==> src/rtl/cpu_core_pkg.sv <==
// Shared definitions for the parametrised load/operate core: op codes,
// instruction field positions, FSM states and the ALU op type.
package cpu_core_pkg;

  typedef logic [5:0] alu_op_t;

  localparam alu_op_t OP_NOP = 6'h00;
  localparam alu_op_t OP_AND = 6'h01;
  localparam alu_op_t OP_OR  = 6'h02;
  localparam alu_op_t OP_NOR = 6'h03;
  localparam alu_op_t OP_XOR = 6'h04;
  localparam alu_op_t OP_ADD = 6'h05;
  localparam alu_op_t OP_SUB = 6'h06;
  localparam alu_op_t OP_SLT = 6'h07;
  localparam alu_op_t OP_SLL = 6'h08;
  localparam alu_op_t OP_SRL = 6'h09;

  localparam int OP_MSB = 31;
  localparam int OP_LSB = 26;
  localparam int RS_MSB = 25;
  localparam int RS_LSB = 21;
  localparam int RT_MSB = 20;
  localparam int RT_LSB = 16;
  localparam int RD_MSB = 15;
  localparam int RD_LSB = 11;
  localparam int SH_MSB = 10;
  localparam int SH_LSB = 6;

  typedef enum logic [1:0] {
    ST_LOAD,
    ST_RUN,
    ST_DRAIN
  } state_t;

  // Only the ALU ops produce a register write; NOP and unknown codes do not.
  function automatic logic op_writes(input alu_op_t op);
    return (op >= OP_AND) && (op <= OP_SRL);
  endfunction

endpackage

==> src/rtl/cpu_alu_param.sv <==
// Combinational ALU for cpu_core_param: logic ops, modular add/sub with
// signed-overflow detect, signed set-less-than and logical shifts of b.
module cpu_alu_param
  import cpu_core_pkg::*;
#(
  parameter int XLEN = 32
) (
  input  alu_op_t         op,
  input  logic [XLEN-1:0] a,
  input  logic [XLEN-1:0] b,
  input  logic [4:0]      shamt,
  output logic [XLEN-1:0] result,
  output logic            ovf
);

  always_comb begin
    result = '0;
    ovf    = 1'b0;
    case (op)
      OP_AND: result = a & b;
      OP_OR:  result = a | b;
      OP_NOR: result = ~(a | b);
      OP_XOR: result = a ^ b;
      OP_ADD: begin
        result = a + b;
        ovf    = (a[XLEN-1] == b[XLEN-1]) && (result[XLEN-1] != a[XLEN-1]);
      end
      OP_SUB: begin
        result = a - b;
        ovf    = (a[XLEN-1] != b[XLEN-1]) && (result[XLEN-1] != a[XLEN-1]);
      end
      OP_SLT: result = {{(XLEN-1){1'b0}}, ($signed(a) < $signed(b))};
      OP_SLL: result = (int'(shamt) >= XLEN) ? '0 : (b << shamt);
      OP_SRL: result = (int'(shamt) >= XLEN) ? '0 : (b >> shamt);
      default: ;
    endcase
  end

endmodule

==> src/rtl/cpu_core_param.sv <==
// Parametrised load/operate core with a 2-stage EX/WB pipeline and forwarding.
// Optional CPU_ZERO_REG_EN makes register 0 a hardwired zero.
module cpu_core_param
  import cpu_core_pkg::*;
#(
  parameter  int XLEN = 32,
  parameter  int NREG = 8,
  localparam int AW   = $clog2(NREG)
) (
  input  logic            clk,
  input  logic            reset,
  input  logic            lo,
  input  logic            wr,
  input  logic [AW-1:0]   rsm,
  input  logic [XLEN-1:0] man_in,
  input  logic            ins_valid,
  input  logic [31:0]     ins,
  output logic            load_ready,
  output logic            ov,
  input  logic [AW-1:0]   rb_sel,
  output logic [XLEN-1:0] rb_data
);

  logic [XLEN-1:0] regs [NREG];
  state_t          state;
  logic            ex_valid;
  logic [4:0]      ex_rd;
  logic [XLEN-1:0] ex_res;

  alu_op_t         op;
  logic [4:0]      rs, rt, rd, shamt;
  logic [XLEN-1:0] a_val, b_val, alu_res;
  logic            alu_ovf;
  logic            accept;
  logic            unused_ins;

  assign op         = ins[OP_MSB:OP_LSB];
  assign rs         = ins[RS_MSB:RS_LSB];
  assign rt         = ins[RT_MSB:RT_LSB];
  assign rd         = ins[RD_MSB:RD_LSB];
  assign shamt      = ins[SH_MSB:SH_LSB];
  assign unused_ins = ^ins[5:0];

  function automatic logic writable(input logic [4:0] idx);
    logic ok;
    ok = int'(idx) < NREG;
`ifdef CPU_ZERO_REG_EN
    if (idx == 5'd0) ok = 1'b0;
`endif
    return ok;
  endfunction

  // Non-writable indices (out of range, or hardwired zero) also read as 0.
  function automatic logic [XLEN-1:0] read_reg(input logic [4:0] idx);
    return writable(idx) ? regs[idx[AW-1:0]] : '0;
  endfunction

  // ex_valid is only ever set for a writable rd, so forwarding cannot leak
  // a value for a dropped write.
  always_comb begin
    a_val   = read_reg(rs);
    b_val   = read_reg(rt);
    rb_data = read_reg(5'(rb_sel));
    if (ex_valid && (ex_rd == rs)) a_val = ex_res;
    if (ex_valid && (ex_rd == rt)) b_val = ex_res;
  end

  cpu_alu_param #(.XLEN(XLEN)) u_alu (
    .op    (op),
    .a     (a_val),
    .b     (b_val),
    .shamt (shamt),
    .result(alu_res),
    .ovf   (alu_ovf)
  );

  // An instruction on the RUN->LOAD edge would be stranded, so only RUN
  // edges that stay in RUN or head into DRAIN accept one.
  assign accept = ins_valid && (lo || ex_valid);

  always_ff @(posedge clk or posedge reset) begin
    if (reset) begin
      regs       <= '{default: '0};
      state      <= ST_LOAD;
      ex_valid   <= 1'b0;
      ex_rd      <= '0;
      ex_res     <= '0;
      ov         <= 1'b0;
      load_ready <= 1'b1;
    end else begin
      case (state)
        ST_LOAD: begin
          if (wr && writable(5'(rsm))) regs[rsm] <= man_in;
          ex_valid <= 1'b0;
          if (lo) begin
            state      <= ST_RUN;
            ov         <= 1'b0;
            load_ready <= 1'b0;
          end
        end
        ST_RUN: begin
          if (ex_valid) regs[ex_rd[AW-1:0]] <= ex_res;
          ex_valid <= accept && op_writes(op) && writable(rd);
          ex_rd    <= rd;
          ex_res   <= alu_res;
          if (accept && alu_ovf) ov <= 1'b1;
          if (!lo) begin
            state      <= ex_valid ? ST_DRAIN : ST_LOAD;
            load_ready <= !ex_valid;
          end
        end
        ST_DRAIN: begin
          if (ex_valid) regs[ex_rd[AW-1:0]] <= ex_res;
          ex_valid   <= 1'b0;
          state      <= ST_LOAD;
          load_ready <= 1'b1;
        end
        default: begin
          ex_valid   <= 1'b0;
          state      <= ST_LOAD;
          load_ready <= 1'b1;
        end
      endcase
    end
  end

endmodule

==> config.mk <==
export PLATFORM = sky130hd
export DESIGN_NAME = cpu_core_param
export DESIGN_NICKNAME = d
export VERILOG_FILES = /design/src/rtl/cpu_core_pkg.sv /design/src/rtl/cpu_alu_param.sv /design/src/rtl/cpu_core_param.sv
export SDC_FILE = /design/constraint.sdc
export NUM_CORES = 1
export LEC_CHECK = 0
export CELL_PAD_IN_SITES_DETAIL_PLACEMENT = 1
export CELL_PAD_IN_SITES_GLOBAL_PLACEMENT = 2
export CORE_ASPECT_RATIO = 1.75
export CORE_MARGIN = 5
export CORE_UTILIZATION = 36
export DETAILED_ROUTE_END_ITERATION = 8
export GPL_ROUTABILITY_DRIVEN = 1
export PLACE_DENSITY = 0.83
export SYNTH_ARGS = -nofsm -noshare
export SYNTH_HDL_FRONTEND = slang
export SYNTH_SLANG_ARGS = --single-unit
export TNS_END_PERCENT = 1
==> constraint.sdc <==
create_clock -name clk -period 10.8 [get_ports clk]
set_clock_uncertainty 0.1 [all_clocks]
set_input_delay 3.24 -clock clk [delete_from_list [all_inputs] [get_ports clk]]
set_output_delay 3.24 -clock clk [all_outputs]
set_load 0.05 [all_outputs]
==> results of run 1 <==
## Yosys cell counts, drive strengths merged, types with 16 or more instances
library cell	n
nor2	353
nor3	41
and2	43
xnor2	53
a22oi	298
nand2	254
nor4	18
a31oi	60
nor2b	54
mux4	214
clkbuf	279
o211ai	59
o21ai	159
o22ai	24
a21oi	337
mux2	78
dfrtp	297
inv	117
a32oi	16
ha	99
nand3	69
mux2i	71
a211oi	17
buf	57
a221oi	23
## cell families (layout without fill, tap and decap cells)
logic type	Yosys count	in the layout	synth area share, %
xor+xnor	55	55	1.63
other cells	0	3	0
buf+inv	454	395	6.61
mux	363	363	21.9
compound gates	1178	1178	26.3
fa+ha+maj	101	101	4.31
flops	298	298	25.2
simple gates	919	919	14.1
## power groups by stage
stage | registers (mW) | logic (mW) | clock network (mW)
3_5_place_dp | 2.23 | 4.21 | 0
6_report | 2.25 | 4.34 | 1.14
5_1_grt | 2.30 | 4.57 | 1.19
2_1_floorplan | 2.00 | 2.90 | 0
4_1_cts | 2.21 | 4.25 | 1.15
3_3_place_gp | 2.18 | 4.13 | 0
## area by class of cell
| class | count | area (um^2) | area share (%) |
|---|---|---|---|
| Multi-Input combinational cell | 2616 | 20400 | 62.8 |
| Sequential cell | 298 | 7460 | 22.9 |
| Timing Repair Buffer | 220 | 1880 | 5.77 |
| Tap cell | 1057 | 1320 | 4.06 |
| Clock buffer | 46 | 892 | 2.74 |
| Inverter | 118 | 447 | 1.37 |
| Clock inverter | 11 | 118 | 0.361 |
| Antenna cell | 3 | 7.51 | 0.0231 |
## flip-flops by register name, summed over array words and instances (netlist names)
register,cells
ex_rd,5
ex_res,32
ex_valid,1
load_ready,1
ov,1
regs,256
state,2
## worst max-delay path, delay by kind of cell
family / cells / cell delay (ns)
buf+inv: 3 / 1.64
mux: 2 / 0.87
## worst max path at each step
stage | startpoint | end | slack [ns]
finish | rb_sel[0] | rb_data[11] | 1.70
global placement | ins[19] | ex_res[26] | 1.60
CTS | rb_sel[0] | rb_data[11] | 1.67
global route | ins[20] | ex_res[0] | 1.47
floorplan | rb_sel[0] | rb_data[0] | 2.35
detailed placement | ins[20] | ex_res[31] | 1.51
## layer usage
metal  up-vias  track usage (%)  part of all wire (%)
met1     15700             38.5                    34
met2      1728             57.3                    48
li1      12700                -                     -
met3       704             5.73                   7.3
met4         2             28.8                    11
met5         -                0                0.0082
## cell usage in the layout (no fill, tap or decap), types with 19 or more instances in the layout
master	n
o22ai_1	24
nand2_1	253
mux2i_1	71
inv_1	112
a221oi_1	23
mux4_1	19
buf_4	122
clkbuf_16	31
o211ai_1	55
o21ai_0	157
a22oi_1	298
nor2_1	343
nand3_1	69
mux4_2	195
dfrtp_1	297
a31oi_1	60
ha_1	97
a21oi_1	337
nor3_1	35
xnor2_1	53
mux2_2	78
clkdlybuf4s50_1	88
nor2b_1	53
and2_1	40
## metrics by stage
stage / setup WS (ns) / power, mW / hold WS [ns] / instance area, um^2 / utilization [%]
2_1_floorplan: 2.35 / 4.90 / 0.376 / 29600 / -
3_3_place_gp: 1.60 / 6.31 / 0.396 / 31500 / 38.5
3_5_place_dp: 1.51 / 6.45 / 0.410 / 31500 / 38.5
4_1_cts: 1.67 / 7.61 / 0.423 / 32500 / 39.7
6_report: 1.70 / 7.73 / 0.423 / 32500 / 39.7
5_1_grt: 1.47 / 8.06 / 0.435 / 32500 / 39.7
==> PnR_summary.wiki, run 1 <==
{| class="wikitable"
! Metric !! Value
|-
| Run status || finished, violations left
|-
| Failing checks || max-capacitance violations, max-slew violations
|-
| DRC violation count after routing || 0
|-
| Number of buffers created by CTS || 31
|-
| Net count after synthesis || about 3500
|-
| Worst setup EP type || output pin
|-
| Vias in the first global route || about 32000
|-
| Max incr delay on CP || ~0.7 ns
|-
| Area growth from synthesis to final layout || 9.80%
|-
| PortBufs || 102
|-
| Switching power as a share of total power || 48.8%
|-
| Root Buffer Master || clkbuf_16
|-
| Combinational power share || 56.1%
|-
| Die height || 390 um
|-
| Netlist area before placement || 29600 um^2
|-
| Clock Power Share || between 10% and 20%
|-
| Leakage Power || 12.0 nW
|-
| Area of the core || 81900 um^2
|-
| Post-layout min period || 9.10 ns
|-
| End of the worst register-to-register path || ex_res[0]
|-
| Worst rel slew slack || -4.21%
|-
| Period utilization || a little over four fifths
|-
| Hold Fails Final Rpt || 0
|-
| I/O pin total || ~110
|-
| GRT Resource Usage Total || about a third
|-
| Data required time at the worst endpoint || ~7.5 ns
|-
| Die Area || between 80000 and 90000 um^2
|-
| IR drop worst, VDD || 160 uV
|-
| Series of cell instances along the critical path || buf_4, buf_4, mux4_2, mux2_2, clkdlybuf4s50_1
|-
| Final setup vio count || 0
|-
| Max frequency || 110 MHz
|-
| Slew at the pin with the worst max-slew slack || 1.56 ns
|-
| Initial DRT Pass Iterations || 6
|-
| Largest net degree at the start of global routing || 135
|-
| Post-DR wirelength/cell || between 30 and 40 um
|-
| Post-synth top area share || 25.1%
|-
| Post-synth cell types || 96
|-
| DR vias || 30800
|-
| Post-synth ARST share || 100%
|-
| Vias per std cell || roughly 7
|-
| Register bit count reported by yosys || 298
|-
| Width of the chip || 227 um
|-
| CP max FO || 26
|-
| Critical path launch point type || input port
|-
| Cts-stage hold buffer count || 0
|-
| Reg-to-reg startpoint || ex_rd[0]
|-
| Number of enable-type register cells in the synthesized netlist || 0
|-
| Synth area leaders || dfrtp_1 25%, mux4_2 15%, a22oi_1 7.5%
|-
| Reg clk slew, reported paths || 0.07 ns
|-
| Max-slew violation count || 9
|-
| Setup repair after global routing missed its margin || false
|-
| Cell seen most often among critical-path stages || buf_4
|-
| Top FF cell, synth || dfrtp_1
|-
| Share of cells above drive strength 1 || 15.7%
|-
| Final Instance Count excl. Fillers || roughly 4400
|-
| Clock tree from TritonCTS || done
|-
| CTS HTree Levels || 1
|-
| Internal Power || around 4 mW
|-
| Path depth of the worst reg2reg path || 18
|-
| Cell count of the worst hold path || 2
|-
| Total placed cells including tap cells || roughly 4300
|-
| Max_cap viols || 1
|-
| Sequential area share after synthesis || 25.2%
|-
| Number of core rows || 139
|-
| Worst skew pair latency || 0.62 ns
|-
| Power per Cell Area || 238 nW/um^2
|-
| Startpoint-to-endpoint class of the critical path || in -> out
|-
| Antenna-violating nets left || 0
|-
| Destination of the worst hold path || regs[238]
|-
| Detail Placement HPWL || 112000 um
|-
| Longest Clk Path Bufs || 3
|-
| Effective utilization at floorplan || 36.2%
|-
| Cells after synthesis || between 3000 and 4000
|-
| Fill cell total of the finished layout || roughly 9400
|-
| Total wirelength of the detailed-routed design || 158000 um
|-
| Count of warnings emitted by yosys || 0
|-
| Type of the worst min-delay path || reg -> reg
|-
| Initial DRC count || around 3200
|-
| Net Switching || approximately 3.8 mW
|-
| Part of the total power dissipated in sequential elements || 29.1%
|-
| Total gr overflow || 0
|-
| Worst setup slack for register-to-register paths || 4.40 ns
|-
| Critical Path Slowest Stage Cell || clkdlybuf4s50_1
|-
| Layout net count || 3461
|-
| Global placement routability congestion || ~1.1
|-
| Data arrival time of the worst path || between 5 and 6 ns
|-
| Initial antenna violation count || 4
|-
| Top cell type by total area after synthesis || dfrtp_1
|-
| Count of instances resized after the clock tree is built || 0
|-
| Hold wc startpoint || regs[238]
|-
| Global-route wire length before repair || 226000 um
|-
| Number of sinks handled by clock tree synthesis || 298
|-
| Sum of negative setup slack || 0 ns
|-
| Synthesized area divided by synthesized cell count || 8.80 um^2
|-
| Post-CTS setup buffer count || 0
|}
(Power assumes the default switching activity.)
==> inputs of run 2 (changes only) <==
--- a/config.mk
+++ b/config.mk
@@ -9,10 +9,10 @@
 export CELL_PAD_IN_SITES_GLOBAL_PLACEMENT = 2
 export CORE_ASPECT_RATIO = 1.75
 export CORE_MARGIN = 5
-export CORE_UTILIZATION = 36
+export CORE_UTILIZATION = 40
 export DETAILED_ROUTE_END_ITERATION = 8
 export GPL_ROUTABILITY_DRIVEN = 1
-export PLACE_DENSITY = 0.83
+export PLACE_DENSITY = 0.87
 export SYNTH_ARGS = -nofsm -noshare
 export SYNTH_HDL_FRONTEND = slang
 export SYNTH_SLANG_ARGS = --single-unit
==> constraint.sdc (replaced) <==
create_clock -name clk -period 8.4 [get_ports clk]
set_clock_uncertainty 0.1 [all_clocks]
set_input_delay 2.52 -clock clk [delete_from_list [all_inputs] [get_ports clk]]
set_output_delay 2.52 -clock clk [all_outputs]
set_load 0.05 [all_outputs]
==> PnR_summary.wiki, run 2 (synthesis results as in run 1) <==
{| class="wikitable"
! Metric !! Value
|-
| Total placed cells including tap cells || around 4300
|-
| Total gr overflow || 0
|-
| GR Layer Usage met1 || 43.8%
|-
| Die height || 370 um
|-
| Global placement routability congestion || 1.04
|-
| Global-route wire length before repair || 236000 um
|-
| Post-CTS setup buffer count || 0
|-
| Post-DR wirelength/cell || 38.2 um
|-
| Vias in the first global route || 33400
|-
| Worst rel slew slack || 4.83%
|-
| Net Switching || 4.99 mW
|-
| Share of cells above drive strength 1 || between 15 and 20%
|-
| Total wirelength of the detailed-routed design || 165000 um
|-
| Hold slack final || 0.410 ns
|-
| Startpoint-to-endpoint class of the critical path || in -> reg
|-
| Antenna-violating nets left || 0
|-
| Post-layout min period || 7.86 ns
|-
| Hold Fails Final Rpt || 0
|-
| I/O pin total || 109
|-
| Initial DRC count || 3385
|-
| Leakage Power || 12.3 nW
|-
| Final Instance Count excl. Fillers || 4312
|-
| Largest net degree at the start of global routing || 172
|-
| Max_cap viols || 0
|-
| Switching power as a share of total power || 49.0%
|-
| Max-slew violation count || 0
|-
| Width of the chip || 216 um
|-
| Period utilization || 93.6%
|-
| Placement Cell Area || between 30000 and 40000 um^2
|-
| Slew at the pin with the worst max-slew slack || 1.42 ns
|-
| Reg clk slew, reported paths || 0.07 ns
|-
| Number of buffers created by CTS || 31
|-
| Number of sinks handled by clock tree synthesis || 298
|-
| Finished Cell Area || 33000 um^2
|-
| CTS HTree Levels || 1
|-
| CP max FO || 17
|-
| Vias per std cell || around 7.3
|-
| Area growth from synthesis to final layout || 11.2%
|-
| Combinational power share || 56.4%
|-
| Count of instances resized after the clock tree is built || 0
|-
| GR Layer Usage met3 || 6.20%
|-
| Area of the core || 73800 um^2
|-
| Max frequency || 127 MHz
|-
| Clock Power Share || 14.8%
|-
| Leading cell type in the layout, fill and taps excluded || nor2_1
|-
| Top Registers || regs x256, ex_res x32, ex_rd x5
|-
| Number of core rows || 132
|-
| Global-route met2 utilization || 66.8%
|-
| Effective utilization at floorplan || 40.1%
|-
| Internal Power || 5.19 mW
|-
| Commonest cells after routing, fill and taps aside || 343 x nor2_1, 337 x a21oi_1, 298 x a22oi_1
|-
| Data required time at the worst endpoint || 8.87 ns
|-
| Part of the total power dissipated in sequential elements || 28.7%
|-
| Detail Placement HPWL || 120000 um
|-
| Layout net count || ~3500
|-
| Power per Cell Area || ~310 nW/um^2
|-
| Worst skew pair latency || 0.64 ns
|-
| Longest Clk Path Bufs || 3
|-
| Most flops, register || regs
|-
| Final setup vio count || 0
|-
| Cts-stage hold buffer count || 0
|-
| Data arrival time of the worst path || 8.33 ns
|-
| PortBufs || about 100
|-
| Critical path launch point type || input port
|-
| Initial antenna violation count || 7
|-
| IR drop worst, VDD || 208 uV
|-
| Run status || complete, no violations
|-
| DR vias || roughly 32000
|-
| Clock tree from TritonCTS || done
|-
| Root Buffer Master || clkbuf_16
|-
| Number of flip-flops in the largest register || about 260
|-
| Sum of negative setup slack || 0 ns
|-
| Type of the worst min-delay path || reg -> reg
|-
| Die Area || 79900 um^2
|-
| Initial DRT Pass Iterations || 6
|-
| GRT Resource Usage Total || 39.8%
|-
| Layer carrying the most global-route usage || met2
|-
| DRC violation count after routing || 0
|-
| Setup repair after global routing missed its margin || false
|-
| Worst setup EP type || flip-flop
|-
| Power Total || 10.2 mW
|}
==> run 2: changes by cell type in the layout (fill, tap and decap cells not counted), moves of 2 or more <==
cell / delta
buf_4: +59
buf_12: +6
clkbuf_1: -3
and3b_1: +2
and3b_2: -2
clkinv_4: -2
inv_6: +2
==> run 2: final cells by class <==
type | count | area [um^2]
fillers | 8457 | 40900
multi-input cells | 2616 | 20400
flip-flops and latches | 298 | 7460
repair buffers | 286 | 2440
well taps | 938 | 1170
clock buffers | 43 | 881
inverters | 118 | 447
clock inverters | 11 | 143
diodes | 2 | 5.00
==> run 2: power groups by stage <==
| stage | Combinational [mW] | Clock [mW] | Sequential [mW] |
|---|---|---|---|
| after floorplan | 3.73 | 0 | 2.57 |
| after global placement | 5.39 | 0 | 2.77 |
| after detailed placement | 5.58 | 0 | 2.90 |
| after CTS | 5.62 | 1.52 | 2.88 |
| after global routing | 6.02 | 1.57 | 2.98 |
| final | 5.74 | 1.51 | 2.92 |
==> run 2: worst paths after layout <==
kind | startpoint | slack, ns | cells after the start | to
worst max-delay path | ins[19] | 0.54 | 18 | ex_res[28]
worst min-delay path | ov | 0.41 | 2 | ov
worst max register to register | ex_rd[2] | 2.33 | 18 | ex_res[28]
min in group asynchronous | reset | 2.24 | 2 | regs[243]
max in group asynchronous | reset | 4.40 | 3 | regs[9]
worst min register to register | ov | 0.41 | 2 | ov
==> run 2: critical path, stage by stage <==
cell and delay (ns):
clkdlybuf4s50_1 0.64, xnor2_1 0.34, nand4_1 0.18, buf_4 0.25, o211ai_1 0.42, nand2_1 0.25
ha_1 0.49, inv_1 0.16, a2111oi_0 0.92, a211oi_1 0.20, buf_4 0.22, a32oi_1 0.28
a311oi_1 0.14, buf_4 0.18, or2_2 0.31, or3_1 0.36, a21oi_1 0.24, o41a_1 0.20
==> run 2: through the flow <==
stage | setup WS [ns] | util (%)
2_1_floorplan | 1.21 | -
3_3_place_gp | 0.397 | 43.3
3_5_place_dp | 0.212 | 43.3
4_1_cts | 0.820 | 44.6
5_1_grt | 0.252 | 44.6
6_report | 0.537 | 44.6
==> run 2: per-layer routing <==
layer / up-vias / wire (um)
met3: 742 / 12000
met1: 16000 / 55700
li1: 12800 / -
met4: 6 / 18700
met5: - / 41
met2: 2001 / 78200
